## src/rtl/hazard_pkg.sv

```systemverilog
// Shared definitions for the hazard control unit.
// PCSrc encodings, control bundle type and counter width helper.
package hazard_pkg;

  localparam int PCSRC_BRANCH = 1;
  localparam int PCSRC_J      = 2;
  localparam int PCSRC_JAL    = 3;
  localparam int PCSRC_JR     = 4;
  localparam int PCSRC_JALR   = 5;

  typedef struct packed {
    logic pc_write;
    logic if_id_write;
    logic if_id_flush;
    logic id_ex_flush;
    logic ex_mem_flush;
  } hz_ctl_t;

  function automatic int cnt_w(input int maxv);
    return (maxv < 2) ? 1 : $clog2(maxv + 1);
  endfunction

endpackage

```

## src/rtl/hazard_ctrl_unit_if.sv

```systemverilog
// Pipeline <-> hazard unit signal bundle.
// master = pipeline side, slave = hazard unit side.
interface hazard_ctrl_unit_if #(
  parameter int REG_W   = 5,
  parameter int PCSRC_W = 3,
  parameter int CNT_W   = 32
);

  logic               id_ex_mem_read;
  logic [REG_W-1:0]   id_ex_rt;
  logic [REG_W-1:0]   if_id_rs;
  logic [REG_W-1:0]   if_id_rt;
  logic [PCSRC_W-1:0] id_pcsrc;
  logic [PCSRC_W-1:0] id_ex_pcsrc;
  logic               ex_alu_out0;
  logic               id_md_start;
  logic               id_md_use;
  logic               exc_req;
  logic               pc_write;
  logic               if_id_write;
  logic               if_id_flush;
  logic               id_ex_flush;
  logic               ex_mem_flush;
  logic               md_busy;
  logic [CNT_W-1:0]   stall_cycles;

  modport master (
    output id_ex_mem_read, id_ex_rt,
    output if_id_rs, if_id_rt,
    output id_pcsrc, id_ex_pcsrc,
    output ex_alu_out0,
    output id_md_start, id_md_use,
    output exc_req,
    input  pc_write, if_id_write,
    input  if_id_flush, id_ex_flush,
    input  ex_mem_flush, md_busy,
    input  stall_cycles
  );

  modport slave (
    input  id_ex_mem_read, id_ex_rt,
    input  if_id_rs, if_id_rt,
    input  id_pcsrc, id_ex_pcsrc,
    input  ex_alu_out0,
    input  id_md_start, id_md_use,
    input  exc_req,
    output pc_write, if_id_write,
    output if_id_flush, id_ex_flush,
    output ex_mem_flush, md_busy,
    output stall_cycles
  );

endinterface

```

## src/rtl/hazard_down_counter.sv

```systemverilog
// Loadable down counter that stops at zero.
// Clear beats load; load beats decrement.
module hazard_down_counter #(
  parameter int W = 1
) (
  input  logic         clk,
  input  logic         reset,
  input  logic         load_i,
  input  logic [W-1:0] load_val_i,
  input  logic         clr_i,
  output logic         nz_o
);

  logic [W-1:0] cnt_q;
  logic [W-1:0] cnt_d;

  // Next count: clear, load or step toward zero.
  always_comb begin
    cnt_d = cnt_q;
    if (clr_i) begin
      cnt_d = '0;
    end else if (load_i) begin
      cnt_d = load_val_i;
    end else if (cnt_q != '0) begin
      cnt_d = cnt_q - W'(1);
    end
  end

  // Count register.
  always_ff @(posedge clk) begin
    if (reset) begin
      cnt_q <= '0;
    end else begin
      cnt_q <= cnt_d;
    end
  end

  assign nz_o = (cnt_q != '0);

endmodule

```

## src/rtl/hazard_ctrl_unit.sv

```systemverilog
// Stateful hazard unit: load-use and mult/div interlocks,
// jump/branch/exception flushes and a stall-cycle counter.
module hazard_ctrl_unit
  import hazard_pkg::*;
#(
  parameter int REG_W    = 5,
  parameter int PCSRC_W  = 3,
  parameter int LOAD_LAT = 1,
  parameter int MD_LAT   = 32,
  parameter int CNT_W    = 32
) (
  input  logic               clk,
  input  logic               reset,
  hazard_ctrl_unit_if.slave  hz
);

  localparam int LU_W = cnt_w(LOAD_LAT - 1);
  localparam int MD_W = cnt_w(MD_LAT);

  logic [REG_W-1:0]   ex_rt;
  logic [REG_W-1:0]   id_rs;
  logic [REG_W-1:0]   id_rt;
  logic [PCSRC_W-1:0] ipc;
  logic [PCSRC_W-1:0] epc;

  logic lu_hit;
  logic lu_nz;
  logic lu_stall;
  logic md_nz;
  logic md_stall;
  logic stall;
  logic br_taken;
  logic jump;
  logic lu_load;
  logic lu_clr;
  logic md_load;

  hz_ctl_t ctl;

  logic [CNT_W-1:0] stall_q;
  logic [CNT_W-1:0] stall_d;

  assign ex_rt = hz.id_ex_rt;
  assign id_rs = hz.if_id_rs;
  assign id_rt = hz.if_id_rt;
  assign ipc   = hz.id_pcsrc;
  assign epc   = hz.id_ex_pcsrc;

  assign lu_hit = hz.id_ex_mem_read
                & (ex_rt != '0)
                & ((ex_rt == id_rs)
                 | (ex_rt == id_rt));

  assign lu_stall = lu_hit | lu_nz;
  assign md_stall = hz.id_md_use & md_nz;
  assign stall    = lu_stall | md_stall;

  assign br_taken = (epc == PCSRC_W'(PCSRC_BRANCH))
                  & hz.ex_alu_out0;

  assign jump = (ipc == PCSRC_W'(PCSRC_J))
              | (ipc == PCSRC_W'(PCSRC_JAL))
              | (ipc == PCSRC_W'(PCSRC_JR))
              | (ipc == PCSRC_W'(PCSRC_JALR));

  assign lu_clr  = br_taken | hz.exc_req;
  assign lu_load = lu_hit & ~lu_nz & ~lu_clr;
  assign md_load = hz.id_md_start & ~stall
                 & ~br_taken & ~hz.exc_req;

  hazard_down_counter #(
    .W (LU_W)
  ) u_lu_cnt (
    .clk        (clk),
    .reset      (reset),
    .load_i     (lu_load),
    .load_val_i (LU_W'(LOAD_LAT - 1)),
    .clr_i      (lu_clr),
    .nz_o       (lu_nz)
  );

  hazard_down_counter #(
    .W (MD_W)
  ) u_md_cnt (
    .clk        (clk),
    .reset      (reset),
    .load_i     (md_load),
    .load_val_i (MD_W'(MD_LAT)),
    .clr_i      (1'b0),
    .nz_o       (md_nz)
  );

  // Pipeline controls: exception > branch > stall > jump.
  always_comb begin
    ctl.pc_write     = 1'b1;
    ctl.if_id_write  = 1'b1;
    ctl.if_id_flush  = 1'b0;
    ctl.id_ex_flush  = 1'b0;
    ctl.ex_mem_flush = 1'b0;
    if (hz.exc_req) begin
      ctl.if_id_flush  = 1'b1;
      ctl.id_ex_flush  = 1'b1;
      ctl.ex_mem_flush = 1'b1;
    end else if (br_taken) begin
      ctl.if_id_flush = 1'b1;
      ctl.id_ex_flush = 1'b1;
    end else if (stall) begin
      ctl.pc_write    = 1'b0;
      ctl.if_id_write = 1'b0;
      ctl.id_ex_flush = 1'b1;
    end else if (jump) begin
      ctl.if_id_flush = 1'b1;
    end
  end

  // Saturating count of cycles with the PC frozen.
  always_comb begin
    stall_d = stall_q;
    if (!ctl.pc_write && (stall_q != '1)) begin
      stall_d = stall_q + CNT_W'(1);
    end
  end

  // Stall counter register.
  always_ff @(posedge clk) begin
    if (reset) begin
      stall_q <= '0;
    end else begin
      stall_q <= stall_d;
    end
  end

  assign hz.pc_write     = ctl.pc_write;
  assign hz.if_id_write  = ctl.if_id_write;
  assign hz.if_id_flush  = ctl.if_id_flush;
  assign hz.id_ex_flush  = ctl.id_ex_flush;
  assign hz.ex_mem_flush = ctl.ex_mem_flush;
  assign hz.md_busy      = md_nz;
  assign hz.stall_cycles = stall_q;

endmodule
```

## src/flat_wrapper.sv

```systemverilog
// flat-port wrapper written by rule: the top's interface ports become plain ports
module hazard_ctrl_unit_flat import hazard_pkg::*;
#(
  parameter int REG_W    = 5,
  parameter int PCSRC_W  = 3,
  parameter int LOAD_LAT = 1,
  parameter int MD_LAT   = 32,
  parameter int CNT_W    = 32
)
  (clk, reset, hz_id_ex_mem_read, hz_id_ex_rt, hz_if_id_rs, hz_if_id_rt, hz_id_pcsrc, hz_id_ex_pcsrc, hz_ex_alu_out0, hz_id_md_start, hz_id_md_use, hz_exc_req, hz_pc_write, hz_if_id_write, hz_if_id_flush, hz_id_ex_flush, hz_ex_mem_flush, hz_md_busy, hz_stall_cycles);
  hazard_ctrl_unit_if #(.REG_W(REG_W), .PCSRC_W(PCSRC_W), .CNT_W(CNT_W)) hz_i ();
  input  logic clk;
  input  logic reset;
  input wire logic [$bits(hz_i.id_ex_mem_read)-1:0] hz_id_ex_mem_read;
  input wire logic [$bits(hz_i.id_ex_rt)-1:0] hz_id_ex_rt;
  input wire logic [$bits(hz_i.if_id_rs)-1:0] hz_if_id_rs;
  input wire logic [$bits(hz_i.if_id_rt)-1:0] hz_if_id_rt;
  input wire logic [$bits(hz_i.id_pcsrc)-1:0] hz_id_pcsrc;
  input wire logic [$bits(hz_i.id_ex_pcsrc)-1:0] hz_id_ex_pcsrc;
  input wire logic [$bits(hz_i.ex_alu_out0)-1:0] hz_ex_alu_out0;
  input wire logic [$bits(hz_i.id_md_start)-1:0] hz_id_md_start;
  input wire logic [$bits(hz_i.id_md_use)-1:0] hz_id_md_use;
  input wire logic [$bits(hz_i.exc_req)-1:0] hz_exc_req;
  output wire logic [$bits(hz_i.pc_write)-1:0] hz_pc_write;
  output wire logic [$bits(hz_i.if_id_write)-1:0] hz_if_id_write;
  output wire logic [$bits(hz_i.if_id_flush)-1:0] hz_if_id_flush;
  output wire logic [$bits(hz_i.id_ex_flush)-1:0] hz_id_ex_flush;
  output wire logic [$bits(hz_i.ex_mem_flush)-1:0] hz_ex_mem_flush;
  output wire logic [$bits(hz_i.md_busy)-1:0] hz_md_busy;
  output wire logic [$bits(hz_i.stall_cycles)-1:0] hz_stall_cycles;
  assign hz_i.id_ex_mem_read = hz_id_ex_mem_read;
  assign hz_i.id_ex_rt = hz_id_ex_rt;
  assign hz_i.if_id_rs = hz_if_id_rs;
  assign hz_i.if_id_rt = hz_if_id_rt;
  assign hz_i.id_pcsrc = hz_id_pcsrc;
  assign hz_i.id_ex_pcsrc = hz_id_ex_pcsrc;
  assign hz_i.ex_alu_out0 = hz_ex_alu_out0;
  assign hz_i.id_md_start = hz_id_md_start;
  assign hz_i.id_md_use = hz_id_md_use;
  assign hz_i.exc_req = hz_exc_req;
  assign hz_pc_write = hz_i.pc_write;
  assign hz_if_id_write = hz_i.if_id_write;
  assign hz_if_id_flush = hz_i.if_id_flush;
  assign hz_id_ex_flush = hz_i.id_ex_flush;
  assign hz_ex_mem_flush = hz_i.ex_mem_flush;
  assign hz_md_busy = hz_i.md_busy;
  assign hz_stall_cycles = hz_i.stall_cycles;
  hazard_ctrl_unit #(.REG_W(REG_W), .PCSRC_W(PCSRC_W), .LOAD_LAT(LOAD_LAT), .MD_LAT(MD_LAT), .CNT_W(CNT_W)) u_core (.clk(clk), .reset(reset), .hz(hz_i));
endmodule
```

## config.mk

```make
export PLATFORM = sky130hd
export DESIGN_NAME = hazard_ctrl_unit_flat
export DESIGN_NICKNAME = d
export VERILOG_FILES = /design/src/rtl/hazard_pkg.sv /design/src/rtl/hazard_ctrl_unit_if.sv /design/src/rtl/hazard_down_counter.sv /design/src/rtl/hazard_ctrl_unit.sv /design/src/flat_wrapper.sv
export SDC_FILE = /design/constraint.sdc
export NUM_CORES = 1
export LEC_CHECK = 0
export ABC_AREA = 1
export CAP_MARGIN = 0
export CORE_MARGIN = 8
export CORE_UTILIZATION = 45
export CTS_BUF_LIST = sky130_fd_sc_hd__clkbuf_4
export CTS_CLUSTER_DIAMETER = 100
export DETAILED_ROUTE_END_ITERATION = 8
export PLACE_DENSITY = 0.74
export SLEW_MARGIN = 0
export SYNTH_ARGS = -nofsm -noshare
export SYNTH_HDL_FRONTEND = slang
export SYNTH_SLANG_ARGS = --single-unit
```

## constraint.sdc

```tcl
create_clock -name clk -period 2.3 [get_ports clk]
set_clock_uncertainty 0.05 [all_clocks]
set_input_delay 0.46 -clock clk [delete_from_list [all_inputs] [get_ports clk]]
set_output_delay 0.46 -clock clk [all_outputs]
set_load 0.02 [all_outputs]
```

==> impl_metrics.yaml, run 1 <==
outcome:
  outcome: "completed"
drt:
  vias: 3059
  dr.pass1.iters: 5
  drc: 0
  postRouteAntennaNets: 0
  routed_wl_mm: 8.199
  avgRoutedWirePerCell_um: 13.97
  drt-initial-drc-count: 207
  vias_per_cell: 5.211
power:
  powerDensity_mw_per_mm2: 542.8
  p_total_mw: 1.949
  leakage_nw: 1.460
  peakVddDrop_mv: 0.5046
clock_network:
  htree_levels: 2
  numClockSinks: 39
  cts.path.max_buffers: 2
  cts_root_buffer: "clkbuf_4"
  insertion_delay_ns: 0.35
  clk_pin_slew_ns: 0.12
  cts_buffers: 5
  cts_tree: "built"
grt:
  grt_pass1_wl_mm: 13.52
  grt.overflow.total: 0
  antenna_found_initial: 0
  first_global_vias: 2865
  grt_max_degree: 35
  grt_util_all_layers: 0.1868
synthesis:
  synth_flop_cell: "dfxtp_1"
  synth_cell_types: 30
  synth-seq-cells: 39
  avgSynthCellArea_um2: 6.151
  synth_top_area_cell: "dfxtp_1"
  synthArstFlopShare: 0
  yosysSeqAreaShare: 0.2865
  yosysWarnings: 0
  synthMostInstantiatedCell: "nand2_1"
  syn-cell-area_mm2: 0.002725
  post_synth_inst_count: 443
  synth_nets: 474
  synth-edff-count: 0
  synth_common_cells: "164 x nand2_1, 63 x nor2_1, 39 x dfxtp_1"
  synth.top_cell.area_share: 0.2865
  synth.area.top_cells: "dfxtp_1 29%, nand2_1 23%, nor2_1 8.7%"
floorplanning:
  die_x_um: 93.82
  die_height_um: 93.82
  core_mm2: 0.005886
  boundaryPins: 66
  start_util: 0.4630
  die_area_mm2: 0.008802
  core.rowCount: 28
placed_design:
  dp_hpwl_mm: 6.213
  port_buffers: 64
  dpl-instance-area_mm2: 0.003480
  finalWeightedCongestion: 0.9268
min_path:
  hold_class: "flop to flop"
cells_and_area:
  fillers: 581
  area_growth_syn_to_layout_pct: 31.73
  drive_gt1_frac: 0.08789
  design_area_mm2: 0.003590
  multi_input_area_mm2: 0.001773
  num_antenna_cells: 0
  final_nets: 543
  seqCellArea_um2: 782.0
  fin_util: 0.6099
critical_path:
  worstSetupStartpoint: "u_core.u_md_cnt.cnt_q[1]$_SDFFE_PP0P_"
  critical_path_class: "flop to primary output"
  crit_top_cell: "inv_2"
  reg2reg_from: "u_core.hz.stall_cycles[1]$_SDFFE_PP0P_"
  crit_fanout: 3
  start_kind: "flop"
  slowest_stage: "dfxtp_2"
  crit_chain: "inv_2 > ha_4 > inv_2 > nor2_4 > nand3b_4 > a21oi_4 > nand2_2 > o21ai_1 > buf_4"
  endpoint: "hz_if_id_flush"
  rr_worst_depth: 10
  r2r_end: "u_core.hz.stall_cycles[14]$_SDFFE_PP0P_"
  crit_path_end_kind: "primary output"
  max_stage_delay_ns: 0.35
  r2r_setup_slack_ns: 0.23
  crit_arrival_ns: 1.74
  crit_required_ns: 1.79
sta:
  report.final.slew_viol_count: 0
  finalSetupViolations: 0
  rsz0062_at_grt: "yes"
  post-route-period-util: 0.9774
  hold_violations: 0
  fmax_mhz: 444.8
  post-route-min-period_ns: 2.248
job:
  maxCapViolations: 0
==> flip-flops by register name (all words and copies together) (netlist names) <==
| register | cells |
|---|---|
| u_core.u_lu_cnt.nz_o | 1 |
| u_core.u_md_cnt.cnt_q | 6 |
| u_core.hz.stall_cycles | 32 |
==> through the flow <==
| step | setup WS [ns] | std cells | setup TNS (ns) | hold slack [ns] |
|---|---|---|---|---|
| floorplan | 0.04797 | 443 | 0 | 0.4629 |
| global placement | -0.4256 | 579 | -7.988 | 0.4442 |
| detailed placement | -0.4644 | 579 | -10.06 | 0.4481 |
| CTS | -0.01464 | 586 | -0.03311 | 0.4673 |
| global route | -0.04280 | 587 | -0.06087 | 0.5000 |
| finish | 0.05201 | 587 | 0 | 0.4608 |
==> logic make-up after synthesis <==
| kind of cell | after synthesis | share of synthesized area |
|---|---|---|
| and+or+nand+nor | 292 | 0.4743 |
| buffers and inverters | 47 | 0.07713 |
| AOI/OAI and AO/OA | 39 | 0.07576 |
| xor gates and xnor gates | 21 | 0.06749 |
| adders and majority gates | 3 | 0.01378 |
| muxes | 1 | 0.003673 |
| other | 1 | 0.001376 |
| DFF | 39 | 0.2865 |
==> cell usage in the layout, fill, tap and decap left out, drive strengths merged, types with 5 or more instances in the layout <==
| cell | Yosys | layout |
|---|---|---|
| clkdlybuf4s50 | 0 | 46 |
| inv | 29 | 29 |
| nand4 | 35 | 35 |
| xor2 | 12 | 12 |
| buf | 9 | 20 |
| dfxtp | 39 | 39 |
| xnor2 | 9 | 9 |
| nand3 | 8 | 8 |
| clkbuf | 9 | 5 |
| dlymetal6s2s | 0 | 11 |
| nor2 | 67 | 67 |
| nand3b | 14 | 14 |
| nand2 | 165 | 165 |
| a21oi | 36 | 36 |
==> report_power, final <==
part	leakage, nW	internal (mW)	total, mW	switching [mW]
Sequential	0.316	0.732	0.779	0.0470
Clock	0.0285	0.109	0.337	0.228
Combinational	1.11	0.374	0.832	0.458
Total	1.46	1.21	1.95	0.734
==> worst min path at each step <==
stage                                                 start                                 endpoint  slack [ns]  cells after the start
floorplan             u_core.u_md_cnt.cnt_q[4]$_SDFFE_PP0P_    u_core.u_md_cnt.cnt_q[4]$_SDFFE_PP0P_        0.46                      3
finish              u_core.hz.stall_cycles[31]$_SDFFE_PP0P_  u_core.hz.stall_cycles[31]$_SDFFE_PP0P_        0.46                      2
detailed placement  u_core.hz.stall_cycles[31]$_SDFFE_PP0P_  u_core.hz.stall_cycles[31]$_SDFFE_PP0P_        0.45                      2
global placement    u_core.hz.stall_cycles[30]$_SDFFE_PP0P_  u_core.hz.stall_cycles[30]$_SDFFE_PP0P_        0.44                      2
global route        u_core.hz.stall_cycles[31]$_SDFFE_PP0P_  u_core.hz.stall_cycles[31]$_SDFFE_PP0P_        0.50                      2
CTS                 u_core.hz.stall_cycles[31]$_SDFFE_PP0P_  u_core.hz.stall_cycles[31]$_SDFFE_PP0P_        0.47                      2
==> critical path, delay by kind of cell, from the launching register on <==
family	cells	cell delay, ns
DFF	1	0.35
and+or+nand+nor	3	0.33
AOI/OAI and AO/OA	2	0.33
buffers and inverters	3	0.26
adders and majority gates	1	0.12
==> final cells by class <==
type	instances	share of cell area
Sequential cell	39	0.2178
Timing Repair Buffer	80	0.2189
Inverter	29	0.03032
Multi-Input combinational cell	357	0.4939
Clock inverter	2	0.002440
Tap cell	75	0.02614
Clock buffer	5	0.01046
==> layer usage <==
layer | track usage | part of all wire | wire length [um]
met1 | 0.2398 | 0.46 | 3781
met2 | 0.3151 | 0.48 | 3965
met3 | 0.03197 | 0.047 | 383
met4 | 0.04491 | 0.0083 | 68
met5 | 0 | 0 | 0
==> repair_timing <==
item                       CTS  global route
hold buffers                 0             0
gates resized for setup     25            22
pin swaps                    0             9
buffers inserted             0             1
setup endpoints to repair    5            36
No activity file was read; power rests on OpenSTA's default activity.
==> run 2, diff against run 1 <==
CORE_UTILIZATION = 52   (was 45)
PLACE_DENSITY = 0.83   (was 0.74)
==> run 2 against run 1 <==
Against the previous run: routed wire length up 0.27%; flip-flop and latch count unchanged; sequential share of layout area barely moved; maximum frequency grew 0.94%; via count rose by 0.82%; global-route usage grew 2.5 points.
==> impl_metrics.yaml, run 2 (synthesis results as in run 1) <==
grt:
  grt_max_degree: 34
  grt_pass1_wl_mm: 13.39
  grt_util_all_layers: 0.2118
  grt.overflow.total: 0
  antenna_found_initial: 0
  first_global_vias: 2989
clock_network:
  insertion_delay_ns: 0.36
  numClockSinks: 39
  cts_hold_buf: 0
  htree_levels: 2
  clk_pin_slew_ns: 0.12
  cts.path.max_buffers: 2
  cts_tree: "built"
  cts_buffers: 5
  cts_root_buffer: "clkbuf_4"
floorplanning:
  die_height_um: 88.39
  core.rowCount: 26
  start_util: 0.5370
  die_x_um: 88.39
  boundaryPins: 66
  die_area_mm2: 0.007813
  core_mm2: 0.005075
power:
  clockPowerShare: 0.181
  power_frac_comb: 0.421
  powerDensity_mw_per_mm2: 547.7
  intPower_mw: 1.228
  p_seq_frac: 0.398
  leakage_nw: 1.462
  switchingPower_uw: 742.6
  netSwitchingFraction: 0.3769
  peakVddDrop_mv: 0.4368
critical_path:
  crit_path_end_kind: "primary output"
  crit_arrival_ns: 1.72
  start_kind: "flop"
  critical_path_class: "flop to primary output"
  crit_fanout: 3
  crit_required_ns: 1.79
cells_and_area:
  area_growth_syn_to_layout_pct: 32.00
  design_area_mm2: 0.003597
  largest_reg_flops: 32
  mostFrequentLayoutCells: "162 x nand2_1, 61 x nor2_1, 46 x clkdlybuf4s50_1, 37 x dfxtp_1, 35 x a21oi_1"
  drive_gt1_frac: 0.09747
  num_antenna_cells: 0
  layout_commonest_cell: "nand2_1"
  final_nets: 543
sta:
  post-route-period-util: 0.9683
  totalNegativeSetupSlack_ns: 0
  hold_violations: 0
  rsz0062_at_grt: "yes"
  post-route-min-period_ns: 2.227
  fmax_mhz: 449.0
  finalSetupViolations: 0
  report.final.slew_viol_count: 0
drt:
  vias_per_cell: 5.290
  routed_wl_mm: 8.221
  postRouteAntennaNets: 0
  drt-initial-drc-count: 233
  drc: 0
  vias: 3084
  avgRoutedWirePerCell_um: 14.10
  dr.pass1.iters: 4
placed_design:
  finalWeightedCongestion: 0.8733
  port_buffers: 64
  dp_hpwl_mm: 6.066
  dpl-instance-area_mm2: 0.003466
outcome:
  outcome: "completed"
job:
  maxCapViolations: 0
min_path:
  hold_class: "flop to flop"
[run 2: metrics by stage]
step	hold slack, ns	power (mW)	instances	setup WS, ns	util
finish	0.4768	1.970	583	0.07286	0.7088
global route	0.5035	2.105	583	-0.04395	0.7088
CTS	0.4724	1.903	581	0.0007850	0.6911
detailed placement	0.4532	1.566	573	-0.4768	0.6829
global placement	0.4399	1.535	573	-0.4249	0.6829
floorplan	0.4629	1.305	443	0.04797	-
[run 2: critical path, cell delays in order (launching register included)]
cell	delay, ns
dfxtp_2	0.34
inv_2	0.07
ha_4	0.12
inv_2	0.04
nor2_4	0.13
nand3b_4	0.10
a21oi_4	0.19
nand2_2	0.10
o21ai_2	0.15
buf_6	0.13
[run 2: metal layers]
metal,global-route usage,part of all wire,up-vias
met5,0,0,-
met4,0.05376,0.015,0
met3,0.04828,0.059,12
met2,0.3659,0.49,82
met1,0.2565,0.43,1416
li1,-,-,1574
[run 2: power groups by stage]
stage	combinational (mW)	sequential, mW	clock (mW)
final	0.829	0.784	0.357
after floorplan	0.519	0.785	0
after detailed placement	0.777	0.789	0
after global placement	0.751	0.785	0
after CTS	0.767	0.774	0.362
after global routing	0.922	0.792	0.392
[run 2: final cells by class]
cell class	count	area [um2]
clock inverter	2	7.507
timing repair buffer	80	783.3
multi-input combinational	357	1782
inverter	29	108.9
clock buffer	6	45.04
tap	70	87.58
fill	472	1478
sequential	39	783.3
[run 2: what timing repair did]
action | CTS | global route
resized for setup | 22 | 29
pin swaps | 0 | 10
setup buffers | 0 | 2
endpoints found under the setup margin | 5 | 37
[run 2: path summary, 6_finish.rpt]
kind / from / end / slack (ns) / depth (start not counted)
setup / recovery: u_core.u_md_cnt.cnt_q[1]$_SDFFE_PP0P_ / hz_if_id_flush / 0.07 / 9
hold / removal: u_core.hz.stall_cycles[31]$_SDFFE_PP0P_ / u_core.hz.stall_cycles[31]$_SDFFE_PP0P_ / 0.48 / 2
setup reg to reg: u_core.hz.stall_cycles[1]$_SDFFE_PP0P_ / u_core.hz.stall_cycles[3]$_SDFFE_PP0P_ / 0.21 / 10
hold reg to reg: u_core.hz.stall_cycles[31]$_SDFFE_PP0P_ / u_core.hz.stall_cycles[31]$_SDFFE_PP0P_ / 0.48 / 2
==> run 3, diff against run 2 <==
clock period = 2.41 ns   (was 2.3 ns; I/O delays follow)
==> run 3 against run 2 <==
Against the previous run: clock power increased by 29%; core utilization decreased by 0.25 points; sequential power decreased by 4.2%; flip-flop and latch count unchanged; routed wire length decreased by 3.3%.
==> impl_metrics.yaml, run 3 (synthesis results as in run 1) <==
outcome:
  outcome: "completed"
critical_path:
  rr_worst_depth: 12
  start_kind: "flop"
  worstSetupStartpoint: "u_core.u_md_cnt.cnt_q[1]$_SDFFE_PP0P_"
  crit_arrival_ns: 1.78
  r2r_end: "u_core.hz.stall_cycles[18]$_SDFFE_PP0P_"
  critical_path_class: "flop to primary output"
  endpoint: "hz_if_id_flush"
  r2r_setup_slack_ns: 0.24
  crit_required_ns: 1.88
  reg2reg_from: "u_core.u_md_cnt.cnt_q[1]$_SDFFE_PP0P_"
  crit_fanout: 3
  crit_path_end_kind: "primary output"
grt:
  grt_max_degree: 34
  grt_util_all_layers: 0.2117
  grt.overflow.total: 0
  grt_pass1_wl_mm: 13.32
  first_global_vias: 2954
  antenna_found_initial: 0
floorplanning:
  boundaryPins: 66
  die_x_um: 88.39
  die_height_um: 88.39
  core.rowCount: 26
  core_mm2: 0.005075
  die_area_mm2: 0.007813
  start_util: 0.5370
drt:
  dr.pass1.iters: 4
  routed_wl_mm: 7.948
  vias: 3045
  vias_per_cell: 5.268
  drc: 0
  postRouteAntennaNets: 0
  avgRoutedWirePerCell_um: 13.75
  drt-initial-drc-count: 127
power:
  powerDensity_mw_per_mm2: 549.1
  leakage_nw: 1.413
  peakVddDrop_mv: 0.4107
cells_and_area:
  fin_util: 0.7064
  drive_gt1_frac: 0.09055
  largest_reg_flops: 32
  num_antenna_cells: 0
  area_growth_syn_to_layout_pct: 31.54
  stdcell_count: 578
  layout_commonest_cell: "nand2_1"
  mostFrequentLayoutCells: "162 x nand2_1, 63 x nor2_1, 52 x clkdlybuf4s50_1, 37 x dfxtp_1, 35 x a21oi_1"
  final_nets: 538
placed_design:
  dp_hpwl_mm: 6.058
  port_buffers: 64
  finalWeightedCongestion: 0.9301
  placedCellCount: 569
sta:
  totalNegativeSetupSlack_ns: 0
  finalSetupViolations: 0
  rsz0062_at_grt: "no"
  post-route-period-util: 0.9597
  hold_violations: 0
  fmax_mhz: 432.4
  whs_ns: 0.4633
  report.final.slew_viol_count: 0
  post-route-min-period_ns: 2.313
clock_network:
  numClockSinks: 39
  cts_root_buffer: "clkbuf_4"
  htree_levels: 2
  cts_buffers: 5
  cts_tree: "built"
  cts_hold_buf: 0
  insertion_delay_ns: 0.36
  cts.path.max_buffers: 2
  clk_pin_slew_ns: 0.13
min_path:
  hold_class: "flop to flop"
job:
  maxCapViolations: 0
run 3: layout make-up:
type	instances	area (um2)
tap	70	87.58
timing repair buffer	75	748.2
clock inverter	3	42.54
fill	474	1490
multi-input combinational	357	1777
inverter	29	108.9
sequential	39	783.3
clock buffer	5	37.54
run 3: where the power goes:
part,internal (mW),switching (mW)
sequential,0.701,0.0508
clock,0.219,0.243
combinational,0.331,0.424
run 3: worst min-delay path by stage:
stage                                                       start  cells past startpoint  slack (ns)                                 endpoint
after floorplan             u_core.u_md_cnt.cnt_q[4]$_SDFFE_PP0P_                      3        0.46    u_core.u_md_cnt.cnt_q[4]$_SDFFE_PP0P_
after global placement    u_core.hz.stall_cycles[30]$_SDFFE_PP0P_                      2        0.44  u_core.hz.stall_cycles[30]$_SDFFE_PP0P_
after detailed placement  u_core.hz.stall_cycles[31]$_SDFFE_PP0P_                      2        0.45  u_core.hz.stall_cycles[31]$_SDFFE_PP0P_
after CTS                 u_core.hz.stall_cycles[31]$_SDFFE_PP0P_                      2        0.47  u_core.hz.stall_cycles[31]$_SDFFE_PP0P_
after global routing      u_core.hz.stall_cycles[30]$_SDFFE_PP0P_                      2        0.50  u_core.hz.stall_cycles[30]$_SDFFE_PP0P_
final                     u_core.hz.stall_cycles[31]$_SDFFE_PP0P_                      2        0.46  u_core.hz.stall_cycles[31]$_SDFFE_PP0P_
run 3: critical path: stages (launching register included):
cell,delay (ns)
dfxtp_2,0.35
inv_2,0.07
ha_2,0.17
inv_2,0.04
nor2_4,0.13
nand3b_4,0.10
a21oi_4,0.22
nand2_4,0.09
o21ai_2,0.13
buf_6,0.13
run 3: stage by stage:
stage / setup slack [ns] / cell area (um2) / total power [mW]
5_1_grt: 0.005060 / 3585 / 2.093
3_3_place_gp: -0.3680 / 3427 / 1.422
4_1_cts: 0.001136 / 3486 / 1.892
2_1_floorplan: 0.07158 / 2725 / 1.225
3_5_place_dp: -0.4504 / 3427 / 1.452
6_report: 0.09721 / 3585 / 1.968
run 3: routing by layer:
layer  part of all wire  vias up  GRT usage
li1                   -     1558          -
met1               0.41     1382     0.2416
met5                  0        -          0
met2               0.52       93     0.3863
met4              0.015        0    0.06605
met3              0.055       12    0.03807
run 3: repair_timing:
item / 4_1_cts / 5_1_grt
pin swaps: 0 / 8
hold endpoints to repair: 0 / 0
endpoints found under the setup margin: 5 / 19
gates resized for setup: 17 / 33
setup buffers: 0 / 1
